--- src/rtl/axilite_pkg.sv ---
// Shared AXI4-Lite definitions: response codes and master FSM encoding.
// Used by the initiator and by slave-side responders.
package axilite_pkg;

  localparam logic [1:0] OKAY   = 2'b00;
  localparam logic [1:0] EXOKAY = 2'b01;
  localparam logic [1:0] SLVERR = 2'b10;
  localparam logic [1:0] DECERR = 2'b11;

  typedef logic [2:0] state_t;

  localparam state_t ST_IDLE    = 3'd0;
  localparam state_t ST_WR_AW_W = 3'd1;
  localparam state_t ST_WR_B    = 3'd2;
  localparam state_t ST_RD_AR   = 3'd3;
  localparam state_t ST_RD_R    = 3'd4;
  localparam state_t ST_RSP     = 3'd5;

  // States that wait on the slave and are therefore watched.
  function automatic logic in_axi_phase(state_t s);
    return (s == ST_WR_AW_W) || (s == ST_WR_B) ||
           (s == ST_RD_AR)   || (s == ST_RD_R);
  endfunction

endpackage

--- src/rtl/axilite_if.sv ---
// AXI4-Lite channel bundle with master/slave views.
// Five independent valid/ready channels.
interface axilite_if #(
  parameter int ADDR_W = 32,
  parameter int DATA_W = 32
);

  logic              awvalid;
  logic              awready;
  logic [ADDR_W-1:0] awaddr;

  logic              wvalid;
  logic              wready;
  logic [DATA_W-1:0] wdata;

  logic              bvalid;
  logic              bready;
  logic [1:0]        bresp;

  logic              arvalid;
  logic              arready;
  logic [ADDR_W-1:0] araddr;

  logic              rvalid;
  logic              rready;
  logic [DATA_W-1:0] rdata;
  logic [1:0]        rresp;

  modport master (
    output awvalid, awaddr,
    output wvalid, wdata,
    output bready,
    output arvalid, araddr,
    output rready,
    input  awready, wready,
    input  bvalid, bresp,
    input  arready,
    input  rvalid, rdata, rresp
  );

  modport slave (
    input  awvalid, awaddr,
    input  wvalid, wdata,
    input  bready,
    input  arvalid, araddr,
    input  rready,
    output awready, wready,
    output bvalid, bresp,
    output arready,
    output rvalid, rdata, rresp
  );

endinterface

--- src/rtl/axilite_wdog.sv ---
// Phase watchdog: saturating cycle counter plus sticky expiry flag.
// A set in the same cycle as clr takes priority.
module axilite_wdog #(
  parameter int unsigned TIMEOUT_CYCLES = 1024
) (
  input  logic clk,
  input  logic rst,
  input  logic run,
  input  logic restart,
  input  logic clr,
  output logic expired
);

  localparam int unsigned CW =
    (TIMEOUT_CYCLES > 0) ? $clog2(TIMEOUT_CYCLES + 1) : 1;
  localparam int unsigned LAST_I =
    (TIMEOUT_CYCLES > 0) ? TIMEOUT_CYCLES - 1 : 0;
  localparam logic [CW-1:0] SAT  = CW'(TIMEOUT_CYCLES);
  localparam logic [CW-1:0] LAST = CW'(LAST_I);
  localparam logic [CW-1:0] ONE  = CW'(1);
  localparam logic          EN   = (TIMEOUT_CYCLES > 0);

  logic [CW-1:0] cnt_q, cnt_d;
  logic          err_q, err_d;
  logic          hit;

  always_comb begin
    cnt_d = cnt_q;
    if (restart) begin
      cnt_d = '0;
    end else if (run && (cnt_q != SAT)) begin
      cnt_d = cnt_q + ONE;
    end
  end

  assign hit = EN && run && (cnt_q == LAST);

  always_comb begin
    err_d = err_q;
    if (hit) begin
      err_d = 1'b1;
    end else if (clr) begin
      err_d = 1'b0;
    end
  end

  always_ff @(posedge clk or posedge rst) begin
    if (rst) begin
      cnt_q <= '0;
      err_q <= 1'b0;
    end else begin
      cnt_q <= cnt_d;
      err_q <= err_d;
    end
  end

  assign expired = err_q;

endmodule

--- src/rtl/axilite_master.sv ---
// Single-outstanding AXI4-Lite initiator driven by a cmd/rsp port.
// Watchdog flags phases where the slave stalls too long.
module axilite_master
  import axilite_pkg::*;
#(
  parameter int          ADDR_W         = 32,
  parameter int          DATA_W         = 32,
  parameter int unsigned TIMEOUT_CYCLES = 1024
) (
  input  logic              m_axi_aclk,
  input  logic              m_axi_areset,

  input  logic              cmd_valid,
  output logic              cmd_ready,
  input  logic              cmd_write,
  input  logic [ADDR_W-1:0] cmd_addr,
  input  logic [DATA_W-1:0] cmd_wdata,

  output logic              rsp_valid,
  input  logic              rsp_ready,
  output logic              rsp_write,
  output logic [DATA_W-1:0] rsp_rdata,
  output logic [1:0]        rsp_resp,

  output logic              busy,
  output logic              timeout_err,
  input  logic              err_clr,

  axilite_if.master         m_axi
);

  state_t            state_q, state_d;
  logic [ADDR_W-1:0] addr_q, addr_d;
  logic [DATA_W-1:0] wdata_q, wdata_d;
  logic              write_q, write_d;
  logic              awvalid_q, awvalid_d;
  logic              wvalid_q, wvalid_d;
  logic              bready_q, bready_d;
  logic              arvalid_q, arvalid_d;
  logic              rready_q, rready_d;
  logic [DATA_W-1:0] rdata_q, rdata_d;
  logic [1:0]        resp_q, resp_d;
  logic              busy_q, busy_d;

  logic aw_done;
  logic w_done;
  logic wd_run;
  logic wd_restart;

  // A channel is done once its valid has dropped or handshakes now.
  assign aw_done = !awvalid_q || m_axi.awready;
  assign w_done  = !wvalid_q  || m_axi.wready;

  always_comb begin
    state_d   = state_q;
    addr_d    = addr_q;
    wdata_d   = wdata_q;
    write_d   = write_q;
    awvalid_d = awvalid_q;
    wvalid_d  = wvalid_q;
    bready_d  = bready_q;
    arvalid_d = arvalid_q;
    rready_d  = rready_q;
    rdata_d   = rdata_q;
    resp_d    = resp_q;

    unique case (state_q)
      ST_IDLE: begin
        if (cmd_valid) begin
          addr_d  = cmd_addr;
          wdata_d = cmd_wdata;
          write_d = cmd_write;
          if (cmd_write) begin
            state_d   = ST_WR_AW_W;
            awvalid_d = 1'b1;
            wvalid_d  = 1'b1;
          end else begin
            state_d   = ST_RD_AR;
            arvalid_d = 1'b1;
          end
        end
      end

      ST_WR_AW_W: begin
        if (awvalid_q && m_axi.awready) begin
          awvalid_d = 1'b0;
        end
        if (wvalid_q && m_axi.wready) begin
          wvalid_d = 1'b0;
        end
        if (aw_done && w_done) begin
          state_d  = ST_WR_B;
          bready_d = 1'b1;
        end
      end

      ST_WR_B: begin
        if (m_axi.bvalid) begin
          state_d  = ST_RSP;
          bready_d = 1'b0;
          resp_d   = m_axi.bresp;
          rdata_d  = '0;
        end
      end

      ST_RD_AR: begin
        if (m_axi.arready) begin
          state_d   = ST_RD_R;
          arvalid_d = 1'b0;
          rready_d  = 1'b1;
        end
      end

      ST_RD_R: begin
        if (m_axi.rvalid) begin
          state_d  = ST_RSP;
          rready_d = 1'b0;
          rdata_d  = m_axi.rdata;
          resp_d   = m_axi.rresp;
        end
      end

      ST_RSP: begin
        if (rsp_ready) begin
          state_d = ST_IDLE;
        end
      end

      default: begin
        state_d   = ST_IDLE;
        awvalid_d = 1'b0;
        wvalid_d  = 1'b0;
        bready_d  = 1'b0;
        arvalid_d = 1'b0;
        rready_d  = 1'b0;
      end
    endcase

    busy_d = (state_d != ST_IDLE);
  end

  always_ff @(posedge m_axi_aclk or posedge m_axi_areset) begin
    if (m_axi_areset) begin
      state_q   <= ST_IDLE;
      addr_q    <= '0;
      wdata_q   <= '0;
      write_q   <= 1'b0;
      awvalid_q <= 1'b0;
      wvalid_q  <= 1'b0;
      bready_q  <= 1'b0;
      arvalid_q <= 1'b0;
      rready_q  <= 1'b0;
      rdata_q   <= '0;
      resp_q    <= '0;
      busy_q    <= 1'b0;
    end else begin
      state_q   <= state_d;
      addr_q    <= addr_d;
      wdata_q   <= wdata_d;
      write_q   <= write_d;
      awvalid_q <= awvalid_d;
      wvalid_q  <= wvalid_d;
      bready_q  <= bready_d;
      arvalid_q <= arvalid_d;
      rready_q  <= rready_d;
      rdata_q   <= rdata_d;
      resp_q    <= resp_d;
      busy_q    <= busy_d;
    end
  end

  assign wd_run     = in_axi_phase(state_q);
  assign wd_restart = (state_d != state_q);

  axilite_wdog #(
    .TIMEOUT_CYCLES (TIMEOUT_CYCLES)
  ) u_wdog (
    .clk     (m_axi_aclk),
    .rst     (m_axi_areset),
    .run     (wd_run),
    .restart (wd_restart),
    .clr     (err_clr),
    .expired (timeout_err)
  );

  assign cmd_ready = (state_q == ST_IDLE) && !m_axi_areset;
  assign busy      = busy_q;

  assign rsp_valid = (state_q == ST_RSP);
  assign rsp_write = write_q;
  assign rsp_rdata = rdata_q;
  assign rsp_resp  = resp_q;

  assign m_axi.awvalid = awvalid_q;
  assign m_axi.awaddr  = addr_q;
  assign m_axi.wvalid  = wvalid_q;
  assign m_axi.wdata   = wdata_q;
  assign m_axi.bready  = bready_q;
  assign m_axi.arvalid = arvalid_q;
  assign m_axi.araddr  = addr_q;
  assign m_axi.rready  = rready_q;

endmodule

--- src/flat_wrapper.sv ---
// flat-port wrapper written by rule: the top's interface ports become plain ports
module axilite_master_flat import axilite_pkg::*;
#(
  parameter int          ADDR_W         = 32,
  parameter int          DATA_W         = 32,
  parameter int unsigned TIMEOUT_CYCLES = 1024
)
  (m_axi_aclk, m_axi_areset, cmd_valid, cmd_ready, cmd_write, cmd_addr, cmd_wdata, rsp_valid, rsp_ready, rsp_write, rsp_rdata, rsp_resp, busy, timeout_err, err_clr, m_axi_awvalid, m_axi_awaddr, m_axi_wvalid, m_axi_wdata, m_axi_bready, m_axi_arvalid, m_axi_araddr, m_axi_rready, m_axi_awready, m_axi_wready, m_axi_bvalid, m_axi_bresp, m_axi_arready, m_axi_rvalid, m_axi_rdata, m_axi_rresp);
  axilite_if #(.ADDR_W(ADDR_W), .DATA_W(DATA_W)) m_axi_i ();
  input  logic m_axi_aclk;
  input  logic m_axi_areset;
  input  logic cmd_valid;
  output logic cmd_ready;
  input  logic cmd_write;
  input  logic [ADDR_W-1:0] cmd_addr;
  input  logic [DATA_W-1:0] cmd_wdata;
  output logic rsp_valid;
  input  logic rsp_ready;
  output logic rsp_write;
  output logic [DATA_W-1:0] rsp_rdata;
  output logic [1:0] rsp_resp;
  output logic busy;
  output logic timeout_err;
  input  logic err_clr;
  output wire logic [$bits(m_axi_i.awvalid)-1:0] m_axi_awvalid;
  output wire logic [$bits(m_axi_i.awaddr)-1:0] m_axi_awaddr;
  output wire logic [$bits(m_axi_i.wvalid)-1:0] m_axi_wvalid;
  output wire logic [$bits(m_axi_i.wdata)-1:0] m_axi_wdata;
  output wire logic [$bits(m_axi_i.bready)-1:0] m_axi_bready;
  output wire logic [$bits(m_axi_i.arvalid)-1:0] m_axi_arvalid;
  output wire logic [$bits(m_axi_i.araddr)-1:0] m_axi_araddr;
  output wire logic [$bits(m_axi_i.rready)-1:0] m_axi_rready;
  input wire logic [$bits(m_axi_i.awready)-1:0] m_axi_awready;
  input wire logic [$bits(m_axi_i.wready)-1:0] m_axi_wready;
  input wire logic [$bits(m_axi_i.bvalid)-1:0] m_axi_bvalid;
  input wire logic [$bits(m_axi_i.bresp)-1:0] m_axi_bresp;
  input wire logic [$bits(m_axi_i.arready)-1:0] m_axi_arready;
  input wire logic [$bits(m_axi_i.rvalid)-1:0] m_axi_rvalid;
  input wire logic [$bits(m_axi_i.rdata)-1:0] m_axi_rdata;
  input wire logic [$bits(m_axi_i.rresp)-1:0] m_axi_rresp;
  assign m_axi_awvalid = m_axi_i.awvalid;
  assign m_axi_awaddr = m_axi_i.awaddr;
  assign m_axi_wvalid = m_axi_i.wvalid;
  assign m_axi_wdata = m_axi_i.wdata;
  assign m_axi_bready = m_axi_i.bready;
  assign m_axi_arvalid = m_axi_i.arvalid;
  assign m_axi_araddr = m_axi_i.araddr;
  assign m_axi_rready = m_axi_i.rready;
  assign m_axi_i.awready = m_axi_awready;
  assign m_axi_i.wready = m_axi_wready;
  assign m_axi_i.bvalid = m_axi_bvalid;
  assign m_axi_i.bresp = m_axi_bresp;
  assign m_axi_i.arready = m_axi_arready;
  assign m_axi_i.rvalid = m_axi_rvalid;
  assign m_axi_i.rdata = m_axi_rdata;
  assign m_axi_i.rresp = m_axi_rresp;
  axilite_master #(.ADDR_W(ADDR_W), .DATA_W(DATA_W), .TIMEOUT_CYCLES(TIMEOUT_CYCLES)) u_core (.m_axi_aclk(m_axi_aclk), .m_axi_areset(m_axi_areset), .cmd_valid(cmd_valid), .cmd_ready(cmd_ready), .cmd_write(cmd_write), .cmd_addr(cmd_addr), .cmd_wdata(cmd_wdata), .rsp_valid(rsp_valid), .rsp_ready(rsp_ready), .rsp_write(rsp_write), .rsp_rdata(rsp_rdata), .rsp_resp(rsp_resp), .busy(busy), .timeout_err(timeout_err), .err_clr(err_clr), .m_axi(m_axi_i));
endmodule
--- config.mk ---
export PLATFORM = sky130hd
export DESIGN_NAME = axilite_master_flat
export DESIGN_NICKNAME = d
export VERILOG_FILES = /design/src/rtl/axilite_pkg.sv /design/src/rtl/axilite_if.sv /design/src/rtl/axilite_wdog.sv /design/src/rtl/axilite_master.sv /design/src/flat_wrapper.sv
export SDC_FILE = /design/constraint.sdc
export NUM_CORES = 1
export LEC_CHECK = 0
export BUFFER_PORTS_ARGS = -buffer_cell sky130_fd_sc_hd__buf_4
export CORE_MARGIN = 2
export CORE_UTILIZATION = 47
export CTS_BUF_LIST = sky130_fd_sc_hd__clkbuf_16
export DETAILED_ROUTE_END_ITERATION = 8
export PLACE_DENSITY = 0.81
export SETUP_SLACK_MARGIN = 0.3
export SLEW_MARGIN = 10
export SYNTH_ARGS = -nofsm -noshare
export SYNTH_HDL_FRONTEND = slang
export SYNTH_SLANG_ARGS = --single-unit
--- constraint.sdc ---
create_clock -name m_axi_aclk -period 5.12 [get_ports m_axi_aclk]
set_input_delay 0.768 -clock m_axi_aclk [delete_from_list [all_inputs] [get_ports m_axi_aclk]]
set_output_delay 0.768 -clock m_axi_aclk [all_outputs]
set_load 0.01 [all_outputs]
==> flow_metrics.tcl, run 1 <==
set metrics [dict create \
    post-route-min-period_ns 2.83 \
    setup_tns_ns 0 \
    reg2reg_to "u_core.m_axi.araddr[17]$_DFFE_PP0P_" \
    io_pins 251 \
    ant_nets 0 \
    crit_start "u_core.state_q[2]$_DFF_PP0_" \
    core_area_mm2 0.0109 \
    synth-edff-count 0 \
    fp.dieH_um 110 \
    synthToLayoutAreaGrowth_pct 43.1 \
    cts_tree "yes" \
    antenna_found_initial 1 \
    fmax_mhz 353 \
    wl_per_cell_um 15.8 \
    synth_area_mm2 0.00529 \
    ctsResizeCount 0 \
    p_per_area_mw_per_mm2 631 \
    maxCapViolCount 0 \
    clk_pin_slew_worst_paths_ns 0.05 \
    mostFrequentLayoutCells "buf_4, dfrtp_1, nand2_1" \
    seqPwrFrac_pct 34.5 \
    rsz0062_at_grt "no" \
    drc 0 \
    p_sw_mw 1.63 \
    crit_required_ns 5.40 \
    insertion_delay_ns 0.40 \
    num_vias 4107 \
    swShare_pct 34.1 \
    p_int_mw 3.15 \
    hold_viol 0 \
    dieArea_mm2 0.0121 \
    reg2reg_depth 4 \
    viasPerCell 4.94 \
    synth_cells 463 \
    p_leak_nw 3.64 \
    ys_types 46 \
    ys_seq_area_share_pct 56.7 \
    finalWeightedCongestion 0.838 \
    setup_viol 0 \
    nNetsFinal 791 \
    drt_iter0_drc 218 \
    synthFlopType "dfrtp_1" \
    r2r-start "u_core.state_q[2]$_DFF_PP0_" \
    cts_root_buf "clkbuf_16" \
    start_util_pct 48.4 \
    grt_max_degree 83 \
    synth_fp_nets 577 \
    critPathLaunchType "flip-flop" \
    pwr-share-clk_pct 23.6 \
    port_buffers 250 \
    yosys_warnings 0 \
    grt-ovfl-total 0 \
    ctsHoldBuffers 0 \
    avgSynthCellArea_um2 11.4 \
    skew_ns 0.00750 \
    outcome "complete, no violations" \
    grt_usage_pct 21.9 \
    vdd_drop_max_v 0.000348 \
    clock_sinks 120 \
    final_common_cell "buf_4" \
    worstPathArrival_ns 3.11 \
    reg2reg_setup_slack_ns 2.29 \
    dr.pass1.iters 4 \
    endpoint_kind "flip-flop" \
    dieWidth_um 110 \
    cts_htree_levels 4 \
    drv_slew 0 \
    finalCritPeriodShare_pct 55.3 \
    dp_hpwl_mm 9.54 \
    rows 38 \
    grt_pass1_wl_mm 20.1 \
    numCtsBuffers 17 \
    clockBufferDepth 2 \
    hold_path_class "reg -> reg" \
    hold_depth 2 \
    worst-path-max-fanout 50 \
    crit_type "reg -> reg" \
    post-cts-setup-buffers 0 \
    ys_ff_latch 120 \
    fin_hold_ws_ns 0.481 \
    post_route_cells_drive_above_1_share_pct 51.2 \
    synthArstFlopShare_pct 100 \
    worstMarginPinSlew_ns 1.03 \
    grt_pass1_vias 4061 \
    p_total_mw 4.78 \
    routed_wl_mm 13.1 \
    crit_path_end "u_core.m_axi.araddr[17]$_DFFE_PP0P_" \
    relSlewSlack_pct 31.3 \
    combPwrFrac_pct 42.0 \
]
-- power groups by stage --
stage | combinational [mW] | sequential, mW | clock (mW)
6_report | 2.00 | 1.65 | 1.13
5_1_grt | 2.17 | 1.71 | 1.20
4_1_cts | 2.03 | 1.65 | 1.15
3_5_place_dp | 2.03 | 1.66 | 0
3_3_place_gp | 1.98 | 1.64 | 0
2_1_floorplan | 1.06 | 1.76 | 0
-- stage by stage --
stage	utilization [%]	cells	setup WS [ns]	instance area (um2)
2_1_floorplan	-	463	1.17	5290
3_3_place_gp	64.1	798	2.30	7010
3_5_place_dp	64.1	798	2.23	7010
4_1_cts	69.3	830	2.29	7570
5_1_grt	69.3	831	2.10	7580
6_report	69.3	831	2.29	7580
-- worst max-delay path: stages, from the launching register on --
cell      delay (ns)
dfrtp_1         0.59
nand2b_1        0.33
nor3_4          0.70
buf_4           0.65
mux2_2          0.41
-- worst min path at each step --
stage	slack, ns	end	startpoint
global placement	0.46	u_core.rsp_rdata[29]$_DFFE_PP0P_	u_core.rsp_rdata[29]$_DFFE_PP0P_
finish	0.48	u_core.rsp_rdata[5]$_DFFE_PP0P_	u_core.rsp_rdata[5]$_DFFE_PP0P_
floorplan	0.46	u_core.u_wdog.expired$_DFFE_PP0P_	u_core.u_wdog.cnt_q[10]$_DFFE_PP0P_
CTS	0.49	u_core.rsp_rdata[13]$_DFFE_PP0P_	u_core.rsp_rdata[13]$_DFFE_PP0P_
detailed placement	0.48	u_core.rsp_rdata[13]$_DFFE_PP0P_	u_core.rsp_rdata[13]$_DFFE_PP0P_
global route	0.51	u_core.rsp_rdata[5]$_DFFE_PP0P_	u_core.rsp_rdata[5]$_DFFE_PP0P_
-- per-layer routing --
metal	global-route usage (%)	vias up	part of all wire [%]
li1	-	1979	-
met1	25.8	1947	39
met2	36.3	156	51
met3	6.70	25	7.4
met4	11.1	0	2.5
met5	0	-	0
-- synth_stat cells (2+ instances only) --
cell type,number,area (um2)
inv_1,9,33.8
buf_2,7,35.0
o21ai_0,41,205
nor2b_1,9,56.3
xnor2_1,5,43.8
nor2_1,16,60.1
a21oi_1,5,25.0
dfrtp_1,120,3000
nor4_1,6,37.5
ha_1,3,37.5
and2_1,2,12.5
nand3_1,4,20.0
and3_1,2,12.5
nand2_1,76,285
a22o_1,2,17.5
nor3_1,4,20.0
o22a_1,2,17.5
clkbuf_1,14,52.6
mux2i_1,4,40.0
buf_4,34,255
xor2_1,4,35.0
mux2_2,65,732
nand2b_1,3,18.8
buf_6,2,22.5
a211oi_1,3,22.5
-- final cells by class --
class | instances | area [um2]
diodes | 1 | 2.50
flip-flops and latches | 120 | 3000
well taps | 140 | 175
repair buffers | 253 | 1900
multi-input cells | 276 | 1900
fillers | 818 | 3360
clock buffers | 17 | 425
inverters | 9 | 36.3
clock inverters | 15 | 139
-- cell families after synthesis --
family | synth area share [%]
adder cells (fa/ha/maj) | 0.709
AO/OA/AOI/OAI | 7.73
multiplexers | 14.6
flip-flops | 56.7
buffers and inverters | 7.61
XOR/XNOR | 1.49
AND/OR/NAND/NOR | 11.1
-- registers in the layout, indices dropped and copies added, names as in the netlist --
signal and cells:
u_core.u_wdog.expired 1, u_core.state_q 3, u_core.m_axi.arvalid 1, u_core.m_axi.araddr 32, u_core.u_wdog.cnt_q 11, u_core.rsp_resp 2, u_core.rsp_rdata 32, u_core.m_axi.wvalid 1
u_core.busy 1, u_core.m_axi.wdata 32, u_core.rsp_write 1, u_core.m_axi.awvalid 1, u_core.m_axi.bready 1, u_core.m_axi.rready 1
No activity file was read; power rests on OpenSTA's default activity.
==> inputs of run 2 (changes only) <==
CORE_UTILIZATION = 42   (was 47)
PLACE_DENSITY = 0.76   (was 0.81)
clock period = 2.3 ns   (was 5.12 ns; I/O delays follow)
==> run 2 against run 1 <==
  * Die area up 11%
  * First-iteration DRC count increased by 2.3%
  * Routed wire length grew 3.0%
  * Combinational power grew 140%
  * Critical path depth decreased by 1
  * Critical endpoint is now cmd_ready
  * Sequential share of layout area shrank 0.83 points
  * Worst hold slack worse by 0.46 ns
  * Global-route usage down 3.1 points
==> flow_metrics.tcl, run 2 (synthesis results as in run 1) <==
set metrics [dict create \
    multi_input_area_mm2 0.00194 \
    crit_required_ns 1.96 \
    dieWidth_um 116 \
    p_per_area_mw_per_mm2 1380 \
    postLayoutCoreUtil_pct 62.2 \
    endpoint_kind "primary output" \
    drc 0 \
    hold_viol 0 \
    setup_tns_ns 0 \
    routed_wl_mm 13.5 \
    io_pins 251 \
    post_route_cells_drive_above_1_share_pct 52.4 \
    relSlewSlack_pct 60.6 \
    maxCapViolCount 0 \
    p_leak_nw 3.71 \
    grt_pass1_vias 4019 \
    dp_hpwl_mm 9.76 \
    grt_pass1_wl_mm 19.6 \
    numCtsBuffers 17 \
    cts_tree "yes" \
    dr.pass1.iters 4 \
    worst_slack_ns 0.351 \
    drt_iter0_drc 223 \
    cp_top_family "flip-flops" \
    grt-ovfl-total 0 \
    worstPathArrival_ns 1.60 \
    cts_root_buf "clkbuf_16" \
    grt_usage_pct 18.8 \
    num_vias 4206 \
    worstMarginPinSlew_ns 0.590 \
    clock_sinks 120 \
    grt_max_degree 69 \
    crit_slowest_cell "dfrtp_2" \
    n_antenna_cell 0 \
    finalCritPeriodShare_pct 84.8 \
    finalWeightedCongestion 0.943 \
    wl_per_cell_um 15.5 \
    skew_ns 0.00517 \
    antenna_found_initial 0 \
    core_area_mm2 0.0125 \
    crit_path_frequent_cell "buf_4" \
    vdd_drop_max_v 0.000653 \
    rsz0062_at_grt "yes" \
    clk_pin_slew_worst_paths_ns 0.05 \
    seqCellArea_mm2 0.00301 \
    critPathLaunchType "flip-flop" \
    post-route-min-period_ns 1.95 \
    path_cells "buf_4 -> nor4_1 -> buf_4" \
    hold_path_class "in -> async" \
    viasPerCell 4.83 \
    insertion_delay_ns 0.40 \
    critPathBufInv 2 \
    place_ws_ns 0.248 \
    reg2reg_setup_slack_ns 0.35 \
    ant_nets 0 \
    clockBufferDepth 2 \
    setup_viol 0 \
    start_util_pct 42.5 \
    cts_htree_levels 4 \
    final_common_cell "buf_4" \
    crit_type "reg -> out" \
    port_buffers 250 \
    dieArea_mm2 0.0135 \
    rows 41 \
    drv_slew 0 \
    n_fill_cell 1047 \
    fp.dieH_um 116 \
    ctsHoldBuffers 0 \
    worst-path-max-fanout 14 \
    mostFrequentLayoutCells "buf_4, dfrtp_1, nand2_1" \
    max_stage_delay_ns 0.46 \
    reg2reg_to "u_core.m_axi.wdata[8]$_DFFE_PP0P_" \
    r2r-start "u_core.state_q[1]$_DFF_PP0_" \
    fmax_mhz 513 \
    reg2reg_depth 5 \
    nNetsFinal 803 \
    synthToLayoutAreaGrowth_pct 46.4 \
    outcome "complete, no violations" \
]
[run 2: cell types whose count changed in the layout (fill, tap and decap cells not counted), sizes merged]
| cell | before | now |
|---|---|---|
| buf | 253 | 265 |
| bufinv | 2 | 1 |
| clkinv | 7 | 6 |
| clkinvlp | 4 | 1 |
| inv | 11 | 13 |
| diode | 1 | 0 |
[run 2: routing by layer]
layer | GRT usage (%) | wire length, um
met2 | 31.8 | 6790
met5 | 0 | 0
met3 | 5.40 | 1020
met4 | 9.05 | 287
met1 | 22.1 | 5410
[run 2: cell type report]
cell class / count / area share, %
multi-input combinational: 276 / 25.0
clock buffer: 17 / 5.49
sequential: 120 / 38.8
inverter: 9 / 0.484
timing repair buffer: 265 / 26.5
tap: 172 / 2.78
clock inverter: 12 / 0.969
[run 2: how the worst max path moves through the flow]
| stage | from | to | cells after the start |
|---|---|---|---|
| CTS | u_core.state_q[1]$_DFF_PP0_ | u_core.u_wdog.cnt_q[4]$_DFFE_PP0P_ | 7 |
| detailed placement | u_core.state_q[0]$_DFF_PP0_ | u_core.u_wdog.cnt_q[9]$_DFFE_PP0P_ | 6 |
| floorplan | m_axi_areset | u_core.busy$_DFF_PP0_ | 1 |
| global route | u_core.state_q[1]$_DFF_PP0_ | u_core.u_wdog.cnt_q[5]$_DFFE_PP0P_ | 7 |
| finish | u_core.state_q[2]$_DFF_PP0_ | cmd_ready | 3 |
| global placement | u_core.state_q[1]$_DFF_PP0_ | u_core.u_wdog.cnt_q[10]$_DFFE_PP0P_ | 5 |
[run 2: report_power, final]
| group | total (mW) | switching [mW] | leakage [nW] | internal (mW) |
|---|---|---|---|---|
| clock network | 2.28 | 0.854 | 0.267 | 1.42 |
| logic | 4.85 | 2.23 | 1.93 | 2.62 |
| registers | 3.60 | 0.591 | 1.51 | 3.01 |
[run 2: repair_timing]
| action | CTS | global route |
|---|---|---|
| gates resized for setup | 5 | 6 |
| pin swaps | 0 | 1 |
| buffers inserted | 0 | 6 |
| setup endpoints to repair | 13 | 12 |
| hold endpoints to repair | 0 | 0 |
[run 2: through the flow]
step	instance area, um2	cells	hold slack, ns	power (mW)
6_report	7750	871	0.0251	10.7
3_3_place_gp	7150	836	0.456	8.17
2_1_floorplan	5300	463	0.454	6.28
3_5_place_dp	7150	836	0.459	8.34
5_1_grt	7750	871	0.0540	11.4
4_1_cts	7670	865	0.0297	10.7
==> inputs of run 3 (changes only) <==
ABC_AREA = 1   (was default)
clock period = 1.7 ns   (was 2.3 ns; I/O delays follow)
==> run 3 against run 2 <==
  * Core utilization up 9.0 points
  * Sequential cell count unchanged
  * The run now ends with setup timing left
  * Critical endpoint is now rsp_valid
  * Critical path depth up 3
==> flow_metrics.tcl, run 3 <==
set metrics [dict create \
    synth_fp_nets 755 \
    endpoint_kind "primary output" \
    rsz0062_at_grt "yes" \
    skew_ns 0.00552 \
    drv_slew 0 \
    worst-path-max-fanout 4 \
    critPathLaunchType "flip-flop" \
    synth-edff-count 0 \
    post_route_cells_drive_above_1_share_pct 46.3 \
    post-route-min-period_ns 1.76 \
    synthArstFlopShare_pct 100 \
    relSlewSlack_pct 57.7 \
    cts_htree_levels 4 \
    synthFlopType "dfrtp_1" \
    finalWeightedCongestion 0.861 \
    ys_ff_latch 120 \
    synthTopCellsByArea "dfrtp_1, nand2_1, nand3_1, buf_4, inv_1" \
    synth_top_cell_by_area "dfrtp_1" \
    synth_cells 641 \
    violations "setup timing" \
    p_per_area_mw_per_mm2 1880 \
    crit_type "reg -> out" \
    synth.top_cells.by_count "nand2_1, dfrtp_1, nand3_1, buf_4, inv_1" \
    place_inst 1026 \
    finalCritPeriodShare_pct 104 \
    r2r-start "u_core.state_q[1]$_DFF_PP0_" \
    drc 0 \
    io_pins 251 \
    hold_start "err_clr" \
    maxCapViolCount 0 \
    fin_hold_ws_ns 0.0224 \
    routed_wl_mm 17.7 \
    nNetsFinal 1034 \
    synth_area_mm2 0.00539 \
    ys_seq_area_share_pct 55.8 \
    cts_tree "yes" \
    mostFrequentLayoutCells "buf_4, nand2_1, dfrtp_1" \
    antenna_found_initial 0 \
    clock_sinks 120 \
    dieArea_mm2 0.0137 \
    hold_viol 0 \
    start_util_pct 42.8 \
    fp.dieH_um 117 \
    fin_cells 1105 \
    grt_max_degree 71 \
    worstPathArrival_ns 1.51 \
    rows 41 \
    avgSynthCellArea_um2 8.40 \
    p_total_mw 16.8 \
    ant_nets 0 \
    dieWidth_um 117 \
    n_antenna_cell 0 \
    viasPerCell 4.83 \
    setup_viol 13 \
    core_area_mm2 0.0126 \
    ys_types 32 \
    hold_path_class "in -> reg" \
    design_area_mm2 0.00894 \
    synthToLayoutAreaGrowth_pct 66.1 \
    p_leak_nw 4.82 \
    placed_cell_area_mm2 0.00740 \
    grt_pass1_vias 4897 \
    insertion_delay_ns 0.41 \
    port_buffers 250 \
    num_vias 5340 \
    drt_iter0_drc 304 \
    dp_hpwl_mm 10.5 \
    grt_pass1_wl_mm 24.2 \
    clk_pin_slew_worst_paths_ns 0.05 \
    crit_start "u_core.state_q[1]$_DFF_PP0_" \
    yosys_warnings 0 \
    final_common_cell "buf_4" \
    worstMarginPinSlew_ns 0.635 \
    reg2reg_setup_slack_ns -0.05 \
    postLayoutCoreUtil_pct 71.1 \
    crit_required_ns 1.44 \
    numCtsBuffers 17 \
    outcome "finished, violations left" \
    grt-ovfl-total 0 \
    n_fill_cell 948 \
    wl_per_cell_um 16.1 \
    worst_slack_ns -0.0613 \
    synth_most_common_cell "nand2_1" \
    clockBufferDepth 2 \
    dr.pass1.iters 5 \
    fmax_mhz 568 \
    grt_usage_pct 23.0 \
    vdd_drop_max_v 0.00101 \
    synth_top_area_share_pct 55.8 \
    cts_root_buf "clkbuf_16" \
]
-- run 3: worst paths after layout --
check                                                 endpoint  cells after the start
setup / recovery                                     rsp_valid                      6
hold / removal               u_core.u_wdog.expired$_DFFE_PP0P_                      2
hold reg to reg             u_core.m_axi.wdata[23]$_DFFE_PP0P_                      2
max in group asynchronous  u_core.m_axi.araddr[19]$_DFFE_PP0P_                      4
min in group asynchronous      u_core.m_axi.wvalid$_DFFE_PP0P_                      4
setup reg to reg            u_core.u_wdog.cnt_q[6]$_DFFE_PP0P_                     12
-- run 3: what timing repair did --
item | in CTS | in global routing
endpoints found under the setup margin | 60 | 121
hold buffers | 1 | 0
buffers inserted | 17 | 18
pin swaps | 18 | 31
endpoints found under the hold margin | 70 | 0
gates cloned | 3 | 8
resized for setup | 51 | 76
-- run 3: power by group --
group	switching (mW)	total, mW	internal, mW	leakage (nW)
Combinational	4.29	8.66	4.37	2.98
Sequential	0.838	4.83	4.00	1.54
Clock	1.24	3.34	2.10	0.290
Total	6.37	16.8	10.5	4.82
-- run 3: area by class of cell --
class	count	area, um2	area share, %
clock buffer	17	425	4.76
clock inverter	15	121	1.36
inverter	31	148	1.65
multi-input combinational	429	2250	25.2
sequential	120	3010	33.6
tap	172	215	2.41
timing repair buffer	320	2760	30.9
timing repair inverter	1	11.3	0.126
-- run 3: worst max-delay path, stage by stage (launching register included) --
cell     delay (ns)
dfrtp_2        0.45
buf_6          0.16
inv_6          0.07
nand2_4        0.05
nor2_4         0.16
buf_6          0.12
buf_6          0.10
-- run 3: metal layers --
metal | global-route usage [%] | routed length (um) | vias up
met3 | 5.77 | 1200 | 29
li1 | - | - | 2539
met1 | 29.4 | 7210 | 2566
met5 | 0 | 0 | -
met4 | 8.31 | 403 | 0
met2 | 38.0 | 8920 | 206
-- run 3: metrics by stage --
step | worst slack, ns | TNS [ns]
floorplan | -0.0243 | -2.92
global placement | -0.00823 | -0.00823
detailed placement | -0.0714 | -0.663
CTS | 0.0156 | 0
global route | -0.137 | -1.64
finish | -0.0613 | -0.547
-- run 3: kinds of logic after synthesis --
group,count (synthesis),share of synthesized area (%)
compound gates,16,1.74
xor+xnor,7,1.14
fa+ha+maj,3,0.697
buf+inv,92,9.04
flops,120,55.8
simple gates,403,31.6
